--- config.mk ---
export PLATFORM = sky130hd
export DESIGN_NAME = host_mem_arbiter_flat
export DESIGN_NICKNAME = d
export VERILOG_FILES = /design/src/rtl/host_mem_arbiter_if.sv /design/src/rtl/host_mem_arbiter.sv /design/src/flat_wrapper.sv
export SDC_FILE = /design/constraint.sdc
export NUM_CORES = 1
export LEC_CHECK = 0
export ABC_AREA = 0
export CORE_AREA = 2 2 165 167
export CTS_CLUSTER_DIAMETER = 150
export DETAILED_ROUTE_END_ITERATION = 16
export DIE_AREA = 0 0 167 169
export PLACE_DENSITY = 0.54
export SLEW_MARGIN = 20
export SYNTH_ARGS = -nofsm -noshare
export SYNTH_HDL_FRONTEND = slang
export SYNTH_SLANG_ARGS = --single-unit
--- constraint.sdc ---
create_clock -name clk_i -period 10.8 [get_ports clk_i]
set_input_delay 2.16 -clock clk_i [delete_from_list [all_inputs] [get_ports clk_i]]
set_output_delay 2.16 -clock clk_i [all_outputs]
set_load 0.05 [all_outputs]
--- src/rtl/host_mem_arbiter_if.sv ---
// Bundles the N-requester OBI side and the single host-memory OBI side of host_mem_arbiter.
// slave = arbiter view, master = view of whatever drives requesters and memory.
interface host_mem_arbiter_if #(
  parameter int NUM_REQ = 4
);
  logic [NUM_REQ-1:0]    s_req_i;
  logic [NUM_REQ-1:0]    s_we_i;
  logic [NUM_REQ*4-1:0]  s_be_i;
  logic [NUM_REQ*32-1:0] s_addr_i;
  logic [NUM_REQ*32-1:0] s_wdata_i;
  logic [NUM_REQ-1:0]    s_gnt_o;
  logic [NUM_REQ-1:0]    s_rvalid_o;
  logic [31:0]           s_rdata_o;

  logic                  m_req_o;
  logic                  m_we_o;
  logic [3:0]            m_be_o;
  logic [31:0]           m_addr_o;
  logic [31:0]           m_wdata_o;
  logic                  m_gnt_i;
  logic                  m_rvalid_i;
  logic [31:0]           m_rdata_i;

  modport slave (
    input  s_req_i, s_we_i, s_be_i, s_addr_i, s_wdata_i,
    input  m_gnt_i, m_rvalid_i, m_rdata_i,
    output s_gnt_o, s_rvalid_o, s_rdata_o,
    output m_req_o, m_we_o, m_be_o, m_addr_o, m_wdata_o
  );

  modport master (
    output s_req_i, s_we_i, s_be_i, s_addr_i, s_wdata_i,
    output m_gnt_i, m_rvalid_i, m_rdata_i,
    input  s_gnt_o, s_rvalid_o, s_rdata_o,
    input  m_req_o, m_we_o, m_be_o, m_addr_o, m_wdata_o
  );
endinterface

--- src/rtl/host_mem_arbiter.sv ---
// Round-robin OBI arbiter onto one host port; zero added latency both ways, blocks requests while the ID FIFO is full.
// Optional HOST_MEM_ARB_PERF_EN adds saturating per-requester handshake and stall counters.
module host_mem_arbiter #(
  parameter int NUM_REQ         = 4,
  parameter int MAX_OUTSTANDING = 4
) (
  input  logic                   clk_i,
  input  logic                   rst_ni,
  host_mem_arbiter_if.slave      bus,
  output logic                   err_o
`ifdef HOST_MEM_ARB_PERF_EN
  ,
  output logic [NUM_REQ*32-1:0]  perf_cnt_o,
  output logic [31:0]            perf_stall_o
`endif
);

  localparam int IDX_W = (NUM_REQ > 1) ? $clog2(NUM_REQ) : 1;
  localparam int PTR_W = $clog2(MAX_OUTSTANDING);
  localparam logic [PTR_W:0] FULL_CNT = (PTR_W+1)'(MAX_OUTSTANDING);

  typedef enum logic {ARB, HOLD} state_e;

  state_e             state_q, state_d;
  logic [IDX_W-1:0]   rr_ptr_q, rr_ptr_d;
  logic [IDX_W-1:0]   hold_sel_q, hold_sel_d;
  logic [PTR_W-1:0]   wr_ptr_q, wr_ptr_d;
  logic [PTR_W-1:0]   rd_ptr_q, rd_ptr_d;
  logic [PTR_W:0]     cnt_q, cnt_d;
  logic               err_q, err_d;
  logic [IDX_W-1:0]   id_mem_q [MAX_OUTSTANDING];
  logic [IDX_W-1:0]   id_mem_d [MAX_OUTSTANDING];

  logic [IDX_W:0]     cand;
  logic [IDX_W-1:0]   arb_sel, sel, head;
  logic               arb_found, req_active, fifo_full, fifo_empty;
  logic               m_req, handshake, push, pop;
  logic               m_we;
  logic [3:0]         m_be;
  logic [31:0]        m_addr, m_wdata;
  logic [NUM_REQ-1:0] s_gnt, s_rvalid;

  // Round-robin search starting at rr_ptr_q, wrapping past NUM_REQ-1.
  always_comb begin
    arb_sel   = rr_ptr_q;
    arb_found = 1'b0;
    cand      = '0;
    for (int i = 0; i < NUM_REQ; i++) begin
      cand = {1'b0, rr_ptr_q} + (IDX_W+1)'(i);
      if (cand >= (IDX_W+1)'(NUM_REQ)) cand = cand - (IDX_W+1)'(NUM_REQ);
      if (!arb_found && bus.s_req_i[cand[IDX_W-1:0]]) begin
        arb_found = 1'b1;
        arb_sel   = cand[IDX_W-1:0];
      end
    end
  end

  always_comb begin
    sel        = (state_q == HOLD) ? hold_sel_q : arb_sel;
    req_active = (state_q == HOLD) || arb_found;
    fifo_full  = (cnt_q == FULL_CNT);
    fifo_empty = (cnt_q == '0);
    m_req      = req_active && !fifo_full;
    handshake  = m_req && bus.m_gnt_i;
    push       = handshake;
    pop        = bus.m_rvalid_i && !fifo_empty;
    head       = id_mem_q[rd_ptr_q];

    m_we    = 1'b0;
    m_be    = '0;
    m_addr  = '0;
    m_wdata = '0;
    for (int i = 0; i < NUM_REQ; i++) begin
      if (req_active && sel == IDX_W'(i)) begin
        m_we    = bus.s_we_i[i];
        m_be    = bus.s_be_i[i*4 +: 4];
        m_addr  = bus.s_addr_i[i*32 +: 32];
        m_wdata = bus.s_wdata_i[i*32 +: 32];
      end
    end

    for (int i = 0; i < NUM_REQ; i++) begin
      s_gnt[i]    = handshake && (sel == IDX_W'(i));
      s_rvalid[i] = pop && (head == IDX_W'(i));
    end
  end

  always_comb begin
    state_d    = state_q;
    hold_sel_d = hold_sel_q;
    rr_ptr_d   = rr_ptr_q;
    case (state_q)
      ARB: begin
        if (m_req && !bus.m_gnt_i) begin
          state_d    = HOLD;
          hold_sel_d = sel;
        end
      end
      HOLD: begin
        if (handshake) state_d = ARB;
      end
      default: state_d = ARB;
    endcase
    if (handshake) begin
      rr_ptr_d = (sel == IDX_W'(NUM_REQ-1)) ? '0 : sel + IDX_W'(1);
    end
  end

  always_comb begin
    id_mem_d = id_mem_q;
    wr_ptr_d = wr_ptr_q;
    rd_ptr_d = rd_ptr_q;
    cnt_d    = cnt_q;
    err_d    = err_q | (bus.m_rvalid_i && fifo_empty);
    if (push) begin
      id_mem_d[wr_ptr_q] = sel;
      wr_ptr_d           = wr_ptr_q + PTR_W'(1);
    end
    if (pop) rd_ptr_d = rd_ptr_q + PTR_W'(1);
    case ({push, pop})
      2'b10:   cnt_d = cnt_q + (PTR_W+1)'(1);
      2'b01:   cnt_d = cnt_q - (PTR_W+1)'(1);
      default: cnt_d = cnt_q;
    endcase
  end

  always_ff @(posedge clk_i or negedge rst_ni) begin
    if (!rst_ni) begin
      state_q    <= ARB;
      rr_ptr_q   <= '0;
      hold_sel_q <= '0;
      wr_ptr_q   <= '0;
      rd_ptr_q   <= '0;
      cnt_q      <= '0;
      err_q      <= 1'b0;
      for (int i = 0; i < MAX_OUTSTANDING; i++) id_mem_q[i] <= '0;
    end else begin
      state_q    <= state_d;
      rr_ptr_q   <= rr_ptr_d;
      hold_sel_q <= hold_sel_d;
      wr_ptr_q   <= wr_ptr_d;
      rd_ptr_q   <= rd_ptr_d;
      cnt_q      <= cnt_d;
      err_q      <= err_d;
      id_mem_q   <= id_mem_d;
    end
  end

  assign bus.m_req_o    = m_req;
  assign bus.m_we_o     = m_we;
  assign bus.m_be_o     = m_be;
  assign bus.m_addr_o   = m_addr;
  assign bus.m_wdata_o  = m_wdata;
  assign bus.s_gnt_o    = s_gnt;
  assign bus.s_rvalid_o = s_rvalid;
  assign bus.s_rdata_o  = bus.m_rdata_i;
  assign err_o          = err_q;

`ifdef HOST_MEM_ARB_PERF_EN
  logic [31:0] perf_cnt_q [NUM_REQ];
  logic [31:0] perf_cnt_d [NUM_REQ];
  logic [31:0] perf_stall_q, perf_stall_d;

  always_comb begin
    perf_cnt_d   = perf_cnt_q;
    perf_stall_d = perf_stall_q;
    for (int i = 0; i < NUM_REQ; i++) begin
      if (s_gnt[i] && perf_cnt_q[i] != 32'hFFFF_FFFF) perf_cnt_d[i] = perf_cnt_q[i] + 32'd1;
      perf_cnt_o[i*32 +: 32] = perf_cnt_q[i];
    end
    if (m_req && !bus.m_gnt_i && perf_stall_q != 32'hFFFF_FFFF) perf_stall_d = perf_stall_q + 32'd1;
  end

  always_ff @(posedge clk_i or negedge rst_ni) begin
    if (!rst_ni) begin
      for (int i = 0; i < NUM_REQ; i++) perf_cnt_q[i] <= '0;
      perf_stall_q <= '0;
    end else begin
      perf_cnt_q   <= perf_cnt_d;
      perf_stall_q <= perf_stall_d;
    end
  end

  assign perf_stall_o = perf_stall_q;
`endif

endmodule

--- src/flat_wrapper.sv ---
// flat-port wrapper written by rule: the top's interface ports become plain ports
module host_mem_arbiter_flat 
#(
  parameter int NUM_REQ         = 4,
  parameter int MAX_OUTSTANDING = 4
)
  (clk_i, rst_ni, err_o, bus_s_req_i, bus_s_we_i, bus_s_be_i, bus_s_addr_i, bus_s_wdata_i, bus_m_gnt_i, bus_m_rvalid_i, bus_m_rdata_i, bus_s_gnt_o, bus_s_rvalid_o, bus_s_rdata_o, bus_m_req_o, bus_m_we_o, bus_m_be_o, bus_m_addr_o, bus_m_wdata_o);
  host_mem_arbiter_if #(.NUM_REQ(NUM_REQ)) bus_i ();
  input  logic clk_i;
  input  logic rst_ni;
  output logic err_o;
  input wire logic [$bits(bus_i.s_req_i)-1:0] bus_s_req_i;
  input wire logic [$bits(bus_i.s_we_i)-1:0] bus_s_we_i;
  input wire logic [$bits(bus_i.s_be_i)-1:0] bus_s_be_i;
  input wire logic [$bits(bus_i.s_addr_i)-1:0] bus_s_addr_i;
  input wire logic [$bits(bus_i.s_wdata_i)-1:0] bus_s_wdata_i;
  input wire logic [$bits(bus_i.m_gnt_i)-1:0] bus_m_gnt_i;
  input wire logic [$bits(bus_i.m_rvalid_i)-1:0] bus_m_rvalid_i;
  input wire logic [$bits(bus_i.m_rdata_i)-1:0] bus_m_rdata_i;
  output wire logic [$bits(bus_i.s_gnt_o)-1:0] bus_s_gnt_o;
  output wire logic [$bits(bus_i.s_rvalid_o)-1:0] bus_s_rvalid_o;
  output wire logic [$bits(bus_i.s_rdata_o)-1:0] bus_s_rdata_o;
  output wire logic [$bits(bus_i.m_req_o)-1:0] bus_m_req_o;
  output wire logic [$bits(bus_i.m_we_o)-1:0] bus_m_we_o;
  output wire logic [$bits(bus_i.m_be_o)-1:0] bus_m_be_o;
  output wire logic [$bits(bus_i.m_addr_o)-1:0] bus_m_addr_o;
  output wire logic [$bits(bus_i.m_wdata_o)-1:0] bus_m_wdata_o;
  assign bus_i.s_req_i = bus_s_req_i;
  assign bus_i.s_we_i = bus_s_we_i;
  assign bus_i.s_be_i = bus_s_be_i;
  assign bus_i.s_addr_i = bus_s_addr_i;
  assign bus_i.s_wdata_i = bus_s_wdata_i;
  assign bus_i.m_gnt_i = bus_m_gnt_i;
  assign bus_i.m_rvalid_i = bus_m_rvalid_i;
  assign bus_i.m_rdata_i = bus_m_rdata_i;
  assign bus_s_gnt_o = bus_i.s_gnt_o;
  assign bus_s_rvalid_o = bus_i.s_rvalid_o;
  assign bus_s_rdata_o = bus_i.s_rdata_o;
  assign bus_m_req_o = bus_i.m_req_o;
  assign bus_m_we_o = bus_i.m_we_o;
  assign bus_m_be_o = bus_i.m_be_o;
  assign bus_m_addr_o = bus_i.m_addr_o;
  assign bus_m_wdata_o = bus_i.m_wdata_o;
  host_mem_arbiter #(.NUM_REQ(NUM_REQ), .MAX_OUTSTANDING(MAX_OUTSTANDING)) u_core (.clk_i(clk_i), .rst_ni(rst_ni), .bus(bus_i), .err_o(err_o));
endmodule
==> results.ini, run 1 <==
[run_status]
run_status = complete, no violations

[detailed_routing]
firstDrtPassIters = 4
final_antenna_net_count = 0
initialDrtViolationCount = 290
routed_via_density = 4.41
via_count = 5472
routed_length_per_placed_instance_um = 17.0
routed_wirelength_um = 21100
drt_drc_violations_left = 0

[min_path]
min_to = u_core.err_o
startpoint_of_the_worst_hold_path = u_core.err_o
worstHoldPathType = register to register
worstHoldPathCells = 1

[global_route]
groute.usage.overall_pct = 13.7
first_pass_grt_wire_length_um = 31300
grt_antenna_before_repair = 0
grt_pass1_vias = 5436
globalRouteOverflowTotal = 0
pin_count_of_the_biggest_net_entering_global_routing = 93

[clock_network]
tritoncts_buffer_count = 3
clk_pin_slew_worst_paths_ps = 60
cts_resized = 0
worst_skew_pair.late_latency_ps = 250
cts.sinks = 21
tritoncts_clock_tree = yes
ctsHoldBuffers = 0
cts.root.buffer_cell = clkbuf_16
cts.path.max_buffers = 2
cts-htree-levels = 1
post_cts.repair.setup_buffers = 0

[placed_design]
dpl.hpwl_um = 16300
portBuffers = 362
placedInstanceArea_sq_um = 7880
placed_cells_incl_taps = 1236
place.gp.congestion = 0.807

[worst_setup_path]
critical-path-slowest-cell = clkdlybuf4s50_1
cp.required_ps = 8640
slowest_delay_ps = 840
reg2reg_depth = 11
worst_ep_arrival_time_ps = 6340
critical_path.cell_chain = clkdlybuf4s50_1 -> nor2b_1 -> o21a_1 -> nor3_1 -> mux2_2 -> inv_1 -> ha_2 -> buf_4 -> a221oi_1 -> nor3_1 -> a21oi_1 -> nor2_1 -> clkdlybuf4s50_1
worst-path-max-fanout = 38
startpoint_of_the_most_critical_setup_path = bus_s_req_i[2]
cp_top_family = buffers and inverters
reg2reg_from = u_core.rr_ptr_q[1]
worst-path-buf-inv = 4
worst_setup_path_end_kind = output port
timing.reg2reg.setup_slack_ps = 7350
crit_type = input port to output port
critical_path.reg2reg.endpoint = u_core.cnt_q[2]
crit_path_start_kind = input port

[yosys]
synth_nets = 945
ys.warnings.count = 0
synth_seq_area_share_pct = 12.4
synth.distinct_cells = 42
netlist_area_sq_um = 4230
postSynthCellCount = 619
ys_ff_latch = 21
synth_area_per_cell_sq_um = 6.83

[timing]
setup_tns_ps = 0
timing_worst_slew_pin_value_ps = 954
slew_headroom_pct = 36.4
fmax_mhz = 118
timing.final.max_slew_violations = 0
finalHoldViolations = 0
setup_viol_count_final = 0
finalCritPeriodShare_pct = 78.7
post-route-min-period_ps = 8500
unrepaired_setup_endpoints_after_global_routing = false
fin_worst_skew_ps = 1.22

[final_layout]
post_route_cells_drive_above_1_share_pct = 3.11
n_antenna_cell = 0
nNetsFinal = 1226
flow.area_growth_from_synthesis_pct = 88.1
final-instance-count-excl-fill = 1240
final_layout_fill_cell_count = 2848
postLayoutCoreUtil_pct = 30.0
final_area_sq_um = 7950

[floorplanning]
die_ar_sq_um = 28200
ports = 427
placementRows = 60
floorplan.initialDensity_pct = 15.9
die_y_um = 169
core_region_area_sq_um = 26500
die-width_um = 167

[flow_run]
max_cap_viol_count = 0

-- sequential cells by signal, summed over array words and instances (netlist names), named ones only --
signal and count:
u_core.cnt_q 3, u_core.err_o 1, u_core.hold_sel_q 2, u_core.id_mem_q 8, u_core.rd_ptr_q 2, u_core.rr_ptr_q 2
u_core.wr_ptr_q 2
-- area by class of cell --
class	instances	area, sq um	share of cell area, %
Inverter	10	37.5	0.472
Clock inverter	1	5.00	0.0629
Tap cell	341	427	5.37
Timing Repair Buffer	368	3680	46.2
Clock buffer	3	75.1	0.944
Sequential cell	21	526	6.61
Multi-Input combinational cell	496	3210	40.3
-- cell usage after synthesis, drive strengths merged --
master   count  area share [%]
o21ai        3            0.36
nor4         2            0.65
mux2        14             3.9
and2         5            0.74
nand4        4            0.59
o311ai       1            0.21
a221oi      69              14
nor2b      138              20
clkbuf      44             3.9
xor2         2            0.41
nor3b        1            0.18
nor3        73             8.6
nand2b       4            0.59
xnor2        4            0.83
mux4         3             1.7
o31a         1            0.41
a211oi       1            0.18
inv         10            0.89
fa           1            0.47
o31ai        3            0.65
nor2        78             7.2
a2111oi      1            0.36
or2          1            0.15
a21oi       70             8.3
mux2i        1            0.24
ha           9             2.7
o21a         1            0.18
dfrtp       21              12
nand2        5            0.44
buf         48             7.9
a21o         1            0.18
-- cell usage in the layout (no fill, tap or decap), types with 9 or more instances in the layout --
cell	count
dfrtp_1	21
clkdlybuf4s50_1	361
nor2_1	76
nor3_1	73
inv_1	9
nor2b_1	138
a21oi_1	70
mux2_1	10
a221oi_1	69
-- per-stage QoR --
step	hold slack (ps)	worst slack (ps)
6_report	468	2300
5_1_grt	483	1940
4_1_cts	468	2230
2_1_floorplan	452	3780
3_5_place_dp	450	2240
3_3_place_gp	466	2260
-- worst max path at each step --
stage | endpoint | slack (ps) | cells past startpoint
final | bus_m_wdata_o[5] | 2300 | 13
after global routing | bus_m_wdata_o[5] | 1940 | 13
after CTS | bus_m_wdata_o[5] | 2230 | 13
after detailed placement | bus_m_wdata_o[5] | 2240 | 13
after global placement | bus_m_wdata_o[5] | 2260 | 13
after floorplan | bus_m_addr_o[22] | 3780 | 13
-- cells by family after synthesis --
| kind of cell | Yosys count | synth area share, % |
|---|---|---|
| simple gates | 311 | 39.6 |
| compound gates | 151 | 25.1 |
| buf+inv | 102 | 12.7 |
| flops | 21 | 12.4 |
| mux | 18 | 5.83 |
| fa+ha+maj | 10 | 3.14 |
| xor+xnor | 6 | 1.24 |
-- worst reg2reg max path, cell delays in order (launching register included) --
cell     delay, ps
dfrtp_1        460
or2_1          300
nor4_1         450
o31a_4         860
nor2_4         200
inv_2           80
ha_1           180
inv_1           60
fa_1           370
xor2_1         150
nor2_1         120
xor2_1         150
-- metal layers --
layer  vias up  GRT usage (%)  routed length (um)
li1       2740              -                   -
met1      2486           18.1                9220
met2       218           23.9               10300
met3        28           2.06                1250
met4         0           2.70                 327
met5         -              0                   0
Power of run 1 is left out: the tool's default activity adds up to more than one toggle a clock period on the data nets, which glitch-free logic cannot reach.
==> run 2: changes to the inputs <==
- CORE_AREA: 2 2 165 167 -> 2 2 168 170
- DIE_AREA: 0 0 167 169 -> 0 0 170 172
- PLACE_DENSITY: 0.54 -> 0.53
- clock period: 10.8 -> 8.4 ns (I/O delays scaled with it)
==> results.ini, run 2 (same netlist as run 1, synthesis figures left out) <==
[run_status]
run_status = complete, no violations

[final_layout]
largest_reg_flops = 8
mostFrequentLayoutCell = clkdlybuf4s50_1
most_frequent_cells_in_the_layout = clkdlybuf4s50_1, nor2b_1, nor2_1, nor3_1, a21oi_1
n_antenna_cell = 0
flow.area_growth_from_synthesis_pct = 89.9
post_route_cells_drive_above_1_share_pct = 3.54
top_register = u_core.id_mem_q
final-instance-count-excl-fill = 1249
nNetsFinal = 1230
largestRegisters = u_core.id_mem_q (8), u_core.cnt_q (3)

[timing]
setup_tns_ps = 0
fin_worst_skew_ps = 1.96
slew_headroom_pct = 37.9
unrepaired_setup_endpoints_after_global_routing = false
finalHoldViolations = 0
finalCritPeriodShare_pct = 86.8
post-route-min-period_ps = 7290
timing_worst_slew_pin_value_ps = 932
timing.final.ws_setup_ps = 1110
fmax_mhz = 137
timing.final.max_slew_violations = 0
setup_viol_count_final = 0

[flow_run]
max_cap_viol_count = 0

[placed_design]
placed_cells_incl_taps = 1245
place.gp.congestion = 0.817
placement.setup.worst_slack_ps = 1110
portBuffers = 362
dpl.hpwl_um = 16200

[clock_network]
tritoncts_clock_tree = yes
tritoncts_buffer_count = 3
ctsHoldBuffers = 0
cts.root.buffer_cell = clkbuf_16
cts.path.max_buffers = 2
clk_pin_slew_worst_paths_ps = 60
post_cts.repair.setup_buffers = 0
worst_skew_pair.late_latency_ps = 260
cts-htree-levels = 1
cts_resized = 0
cts.sinks = 21

[global_route]
first_pass_grt_wire_length_um = 30000
grt_antenna_before_repair = 0
globalRouteOverflowTotal = 0
groute.usage.overall_pct = 13.0
grt_pass1_vias = 5338
pin_count_of_the_biggest_net_entering_global_routing = 80

[detailed_routing]
via_count = 5522
drt_drc_violations_left = 0
routed_via_density = 4.42
firstDrtPassIters = 4
final_antenna_net_count = 0
routed_wirelength_um = 20700
initialDrtViolationCount = 281
routed_length_per_placed_instance_um = 16.6

[worst_setup_path]
crit_path_start_kind = input port
worst_ep_arrival_time_ps = 5610
worst_setup_path_end_kind = output port
worst-path-buf-inv = 3
slowest_delay_ps = 830
cp.required_ps = 6720
critical-path-slowest-cell = clkdlybuf4s50_1
worst-path-max-fanout = 42
cp_top_family = buffers and inverters
crit_type = input port to output port
critical_path.cell_chain = clkdlybuf4s50_1 -> or2_1 -> nor2_1 -> o311ai_1 -> mux2_2 -> inv_1 -> ha_4 -> nor2b_1 -> a221oi_1 -> nor3_1 -> a21oi_1 -> nor2_1 -> clkdlybuf4s50_1

[floorplanning]
core_region_area_sq_um = 27500
die_ar_sq_um = 29200
die_y_um = 172
placementRows = 61
ports = 427
die-width_um = 170
floorplan.initialDensity_pct = 15.4

[min_path]
worstHoldPathType = register to register

==> run 2: final timing paths <==
| kind | start | to | slack, ps | cells after the start |
|---|---|---|---|---|
| worst max-delay path | bus_s_req_i[2] | bus_m_be_o[3] | 1110 | 13 |
| worst min-delay path | u_core.err_o | u_core.err_o | 460 | 1 |
| worst max register to register | u_core.rr_ptr_q[0] | u_core.cnt_q[2] | 4980 | 11 |
| worst min register to register | u_core.err_o | u_core.err_o | 460 | 1 |
| max in group asynchronous | rst_ni | u_core.id_mem_q[7] | 6680 | 1 |
| min in group asynchronous | rst_ni | u_core.cnt_q[2] | 1380 | 1 |
==> run 2: metrics by stage <==
stage / instance area [sq um] / utilization (%) / hold slack (ps)
final: 8030 / 29.2 / 461
after global routing: 8030 / 29.2 / 487
after CTS: 8030 / 29.2 / 471
after detailed placement: 7950 / 28.9 / 455
after global placement: 7950 / 28.9 / 456
after floorplan: 4230 / - / 452
==> run 2: layer usage <==
metal	up-vias	routed length, um	GRT usage (%)
met4	0	433	3.27
met1	2511	9020	17.1
li1	2748	-	-
met2	225	10100	22.5
met5	-	0	0
met3	38	1150	1.74
==> run 2: cell type report <==
type | instances | area (sq um)
repair buffers | 372 | 3740
flip-flops and latches | 21 | 526
clock buffers | 3 | 75.1
clock inverters | 1 | 5.00
multi-input cells | 496 | 3210
inverters | 10 | 37.5
well taps | 346 | 433
fillers | 2952 | 19500
==> run 2: worst reg2reg max path: cells and delay by family (launching register included) <==
kind                     cells  cell delay (ps)
adder cells (fa/ha/maj)      2              540
flip-flops                   1              490
AO/OA/AOI/OAI                1              770
buffers and inverters        2              150
multiplexers                 1              630
AND/OR/NAND/NOR              3              490
XOR/XNOR                     2              290
Power of run 2 is left out for the same reason.
